--- config.mk ---
export PLATFORM = sky130hd
export DESIGN_NAME = otter_hazard_unit
export DESIGN_NICKNAME = d
export VERILOG_FILES = /design/src/rtl/otter_hazard_unit.sv
export SDC_FILE = /design/constraint.sdc
export NUM_CORES = 1
export LEC_CHECK = 0
export CORE_MARGIN = 1
export CORE_UTILIZATION = 43
export CTS_CLUSTER_DIAMETER = 120
export DETAILED_ROUTE_END_ITERATION = 12
export DONT_BUFFER_PORTS = 1
export GPL_ROUTABILITY_DRIVEN = 0
export PLACE_DENSITY = 0.58
export SYNTH_ARGS = -nofsm -noshare
export SYNTH_HDL_FRONTEND = slang
export SYNTH_SLANG_ARGS = --single-unit
--- constraint.sdc ---
create_clock -name CLK -period 3.8 [get_ports CLK]
set_input_delay 0.38 -clock CLK [delete_from_list [all_inputs] [get_ports CLK]]
set_output_delay 0.38 -clock CLK [all_outputs]
set_load 0.1 [all_outputs]
--- src/rtl/otter_hazard_unit.sv ---
// otter_hazard_unit -- hazard and forwarding controller for the pipelined OTTER RV32I core.
//
// A shift-register scoreboard follows the destination register of every
// instruction from EX onward. The unit raises a decode-stage stall on load-use
// hazards and a flush for a taken branch or jump resolved in EX. It also
// produces registered per-operand forwarding selects for the instruction
// entering EX.
//
// Optional feature: define OTTER_HAZARD_PERF_EN to build the saturating
// stall and flush cycle counters. When the macro is undefined, both counter
// ports are tied to 0.
//
// Ports:
//   CLK, RESET             clock; synchronous active-high reset
//   de_valid               decode holds a real instruction
//   de_rs1/_used           decode rs1 address and whether it is read
//   de_rs2/_used           decode rs2 address and whether it is read
//   de_rd, de_reg_write    decode destination and write enable
//   de_is_load             decode instruction is a LOAD
//   ex_br_taken            EX redirects the PC
//   stall                  hold PC and IF/DE, bubble into DE/EX
//   flush                  kill IF/DE and DE/EX
//   fwd_sel_a/_b           EX operand source: 0 = regfile, k = result k stages ahead
//   stall_count            stall cycles (perf build only)
//   flush_count            flush cycles (perf build only)
module otter_hazard_unit #(
   parameter int RA_W          = 5,
   parameter int FWD_STAGES    = 2,
   parameter int LOAD_LAT      = 1,
   parameter int FLUSH_BUBBLES = 2,
   parameter int CNT_W         = 32,
   localparam int FSW          = $clog2(FWD_STAGES+1)
) (
   input  logic             CLK,
   input  logic             RESET,
   input  logic             de_valid,
   input  logic [RA_W-1:0]  de_rs1,
   input  logic             de_rs1_used,
   input  logic [RA_W-1:0]  de_rs2,
   input  logic             de_rs2_used,
   input  logic [RA_W-1:0]  de_rd,
   input  logic             de_reg_write,
   input  logic             de_is_load,
   input  logic             ex_br_taken,
   output logic             stall,
   output logic             flush,
   output logic [FSW-1:0]   fwd_sel_a,
   output logic [FSW-1:0]   fwd_sel_b,
   output logic [CNT_W-1:0] stall_count,
   output logic [CNT_W-1:0] flush_count
);

   // The counter is at least 2 bits wide and large enough to hold FLUSH_BUBBLES-1.
   localparam int FCW = (FLUSH_BUBBLES > 3) ? $clog2(FLUSH_BUBBLES) : 2;

   typedef struct packed {
      logic            vld;
      logic [RA_W-1:0] rd;
      logic            ld;
   } sb_ent_t;

   sb_ent_t          sb [1:FWD_STAGES];
   logic [FCW-1:0]   fl_cnt;
   logic [FSW-1:0]   win_a, win_b;
   logic             ld_a, ld_b;
   logic             hazard, adv, ins;

   // Find the winning producer for each operand. The scan runs from the oldest
   // entry to the youngest, so the smallest p is the last match written.
   always_comb begin
      win_a = '0;
      win_b = '0;
      ld_a  = 1'b0;
      ld_b  = 1'b0;
      for (int p = FWD_STAGES; p >= 1; p--) begin
         if (de_rs1_used && de_rs1 != '0 && sb[p].vld && sb[p].rd == de_rs1) begin
            win_a = FSW'(p);
            ld_a  = sb[p].ld;
         end
         if (de_rs2_used && de_rs2 != '0 && sb[p].vld && sb[p].rd == de_rs2) begin
            win_b = FSW'(p);
            ld_b  = sb[p].ld;
         end
      end
   end

   // Stall only if the youngest matching producer is a load that is still too
   // close to forward. An older load behind a younger ALU match does not stall.
   assign hazard = (ld_a && int'(win_a) <= LOAD_LAT) || (ld_b && int'(win_b) <= LOAD_LAT);
   assign flush  = ex_br_taken || (fl_cnt != '0);
   assign stall  = de_valid && hazard && !flush;
   assign adv    = !stall && !flush;
   assign ins    = de_valid && de_reg_write && (de_rd != '0) && adv;

   always_ff @(posedge CLK) begin
      if (RESET) begin
         for (int p = 1; p <= FWD_STAGES; p++) sb[p] <= '0;
         fl_cnt    <= '0;
         fwd_sel_a <= '0;
         fwd_sel_b <= '0;
      end else begin
         sb[1] <= ins ? '{vld: 1'b1, rd: de_rd, ld: de_is_load} : '0;
         for (int p = 2; p <= FWD_STAGES; p++) sb[p] <= sb[p-1];
         // A new redirect reloads the counter even while a flush is in progress.
         if (ex_br_taken)        fl_cnt <= FCW'(FLUSH_BUBBLES-1);
         else if (fl_cnt != '0)  fl_cnt <= fl_cnt - 1'b1;
         fwd_sel_a <= adv ? win_a : '0;
         fwd_sel_b <= adv ? win_b : '0;
      end
   end

`ifdef OTTER_HAZARD_PERF_EN
   logic [CNT_W-1:0] stall_cnt_q, flush_cnt_q;

   always_ff @(posedge CLK) begin
      if (RESET) begin
         stall_cnt_q <= '0;
         flush_cnt_q <= '0;
      end else begin
         if (stall && stall_cnt_q != '1) stall_cnt_q <= stall_cnt_q + 1'b1;
         if (flush && flush_cnt_q != '1) flush_cnt_q <= flush_cnt_q + 1'b1;
      end
   end

   assign stall_count = stall_cnt_q;
   assign flush_count = flush_cnt_q;
`else
   assign stall_count = '0;
   assign flush_count = '0;
`endif

endmodule

==> results.ini <==
[routing]
first_pass_iters = 4
drt_iter0_drc = 9
avgViaCountPerCell = 3.98
antenna_left = 0
wl_per_cell_um = 10.2
drc = 0
dr_total_vias = 835
wirelength_um = 2150

[global_routing]
met2_usage_pct = 20.5
grt.total_usage_pct = 11.9
top_usage_layer = met2
antenna_found_initial = 0
grt_use_met1_pct = 12.4
grt-ovfl-total = 0
grt_pass1_vias = 719
grt_pass1_wl_um = 3030
grt_max_degree = 11
use_met3_pct = 3.71

[sta]
finalSetupTns_ns = 0
hold_viol_final = 0
slew_violations = 0
slew_headroom_pct = 27.1
tightest_slew_ns = 1.09
post-route-period-util_pct = 66.6
finalClockSkew_ns = 0.00286
fin_crit_ns = 2.53
max_freq_mhz = 395
rsz0062_at_grt = false
setup_viol_count_final = 0

[cts]
cts.reportedPaths.clkPinSlew_ns = 0.10
cts_tree = built
numCtsBuffers = 3
ctsResizeCount = 0
clock_path_buffers = 2
h-tree-depth = 1
clkLatencyLatePin_ns = 0.29
clock_sinks = 19
clockRootBuffer = clkbuf_4
hold_buffers = 0
cts_setup_buffers = 0

[setup_path]
crit_arrival_ns = 2.15
critical_path_class = register to output pin
critPathCaptureType = output pin
max_stage_delay_ns = 0.64
crit_chain = inv_1, ha_1, nand2b_1, nor2b_2, buf_4
slowest_stage = nand2b_1
rr_startpoint = fl_cnt[0]
path_max_fanout = 5
startpoint_type = register
critPathRequiredTime_ns = 3.42
cp-startpoint = fl_cnt[0]

[yosys]
syn_area_um2 = 1410
syn_inst = 164
avgSynthCellArea_um2 = 8.57
synth_area_leader_cell = buf_4
yosys_register_bits = 19
synth.yosys.warnings = 0
synth_area_leaders = buf_4 (35%), dfxtp_1 (27%), xor2_1 (8.1%)
yosysSeqAreaShare_pct = 27.1
ys_types = 28
yosys.area.top_type_share_pct = 35.3

[place]
dp_hpwl_um = 1880
placed_area_um2 = 1210
port_buffers = 0

[floorplanning]
dieArea_um2 = 3500
die_x_um = 59.2
io_pins = 93
initial_utilization_pct = 45.7
fp-row-count = 20
coreArea_um2 = 3080
die_y_um = 59.2

[min_path]
holdCritStartpoint = RESET
hold_path.class = input port to register

[final_layout]
final_util_pct = 40.2
postLayoutCellArea_um2 = 1240
final_common_cell = conb_1
antennaDiodeCount = 0
final_cell_mix = conb_1 (64), dfxtp_1 (19), nor2_1 (15)
syn2layout_area_growth_pct = -11.9
drive_gt1_share_pct = 7.83
finalNetCount = 191

[power]
power.leakage_uw = 0.000611
power.density_nw_per_um2 = 499
ir_drop_uv = 187

[outcome]
status = finished clean

[run]
drv_cap = 0

==> state kept, by name, summed over array words and instances (netlist names) <==
name	cells
fwd_sel_a	2
sb	13
fwd_sel_b	2
fl_cnt	2
==> final timing paths <==
kind / endpoint / slack [ns] / cells after the start
max: stall / 1.27 / 5
min: sb[2][1] / 0.15 / 1
max reg2reg: sb[1][0] / 1.45 / 7
min reg2reg: sb[2][1] / 0.51 / 1
==> metal layers <==
metal	vias to the layer above	share of wire, %	routed length (um)
met5	-	0	0
met4	0	2.8	59
met3	6	10	220
met2	54	49	1040
met1	372	38	820
li1	403	-	-
==> synthesized netlist by cell type <==
cell type,instances
nor4_2,1
o211a_1,1
nand3_1,1
nand4b_2,1
nand4_2,1
nand2_1,9
a21oi_4,1
nor3_1,3
nor2_1,15
ha_1,1
xnor2_1,8
inv_1,2
or4_1,2
nand2b_1,1
o21ai_2,1
a21oi_1,1
dfxtp_1,19
nor2b_1,7
buf_4,66
and3_1,1
nor3b_2,1
xor2_1,13
o21ai_0,1
nor2_2,1
conb_1,1
nand4_1,2
or4_4,1
nor4_1,2
==> power breakdown <==
part           leakage, uW  internal, uW  switching, uW
sequential        0.000154           203           2.89
combinational     0.000443          15.9            298
clock            0.0000150          40.8           57.2
total             0.000611           259            358
==> layout make-up <==
class,count,area (um2)
inverter,2,7.51
multi-input combinational,140,761
timing repair buffer,1,7.51
fill,331,1840
tap,44,55.1
clock buffer,4,26.3
sequential,19,380
==> per-stage QoR <==
stage	power [uW]	setup slack (ns)	cells	hold slack (ns)
detailed placement	523	1.47	206	0.456
finish	617	1.27	210	0.147
global route	635	1.12	210	0.130
floorplan	571	0.658	227	0.459
global placement	521	1.56	206	0.454
CTS	619	1.25	210	0.140
==> critical path: cells and delay by family (launching register included) <==
family / cells / cell delay [ns]
AND/OR/NAND/NOR: 2 / 0.92
adder cells (fa/ha/maj): 1 / 0.25
flip-flops: 1 / 0.33
buffers and inverters: 2 / 0.36
==> cells by family (layout without fill, tap and decap cells) <==
family                   Yosys count  in the layout  synth area share (%)
AND/OR/NAND/NOR                   49             49                  19.7
AO/OA/AOI/OAI                      5              5                  3.21
other                              1             64                 0.267
buffers and inverters             68              7                  35.8
XOR/XNOR                          21             21                  13.1
adder cells (fa/ha/maj)            1              1                 0.890
flip-flops                        19             19                  27.1
(Power assumes the default switching activity.)
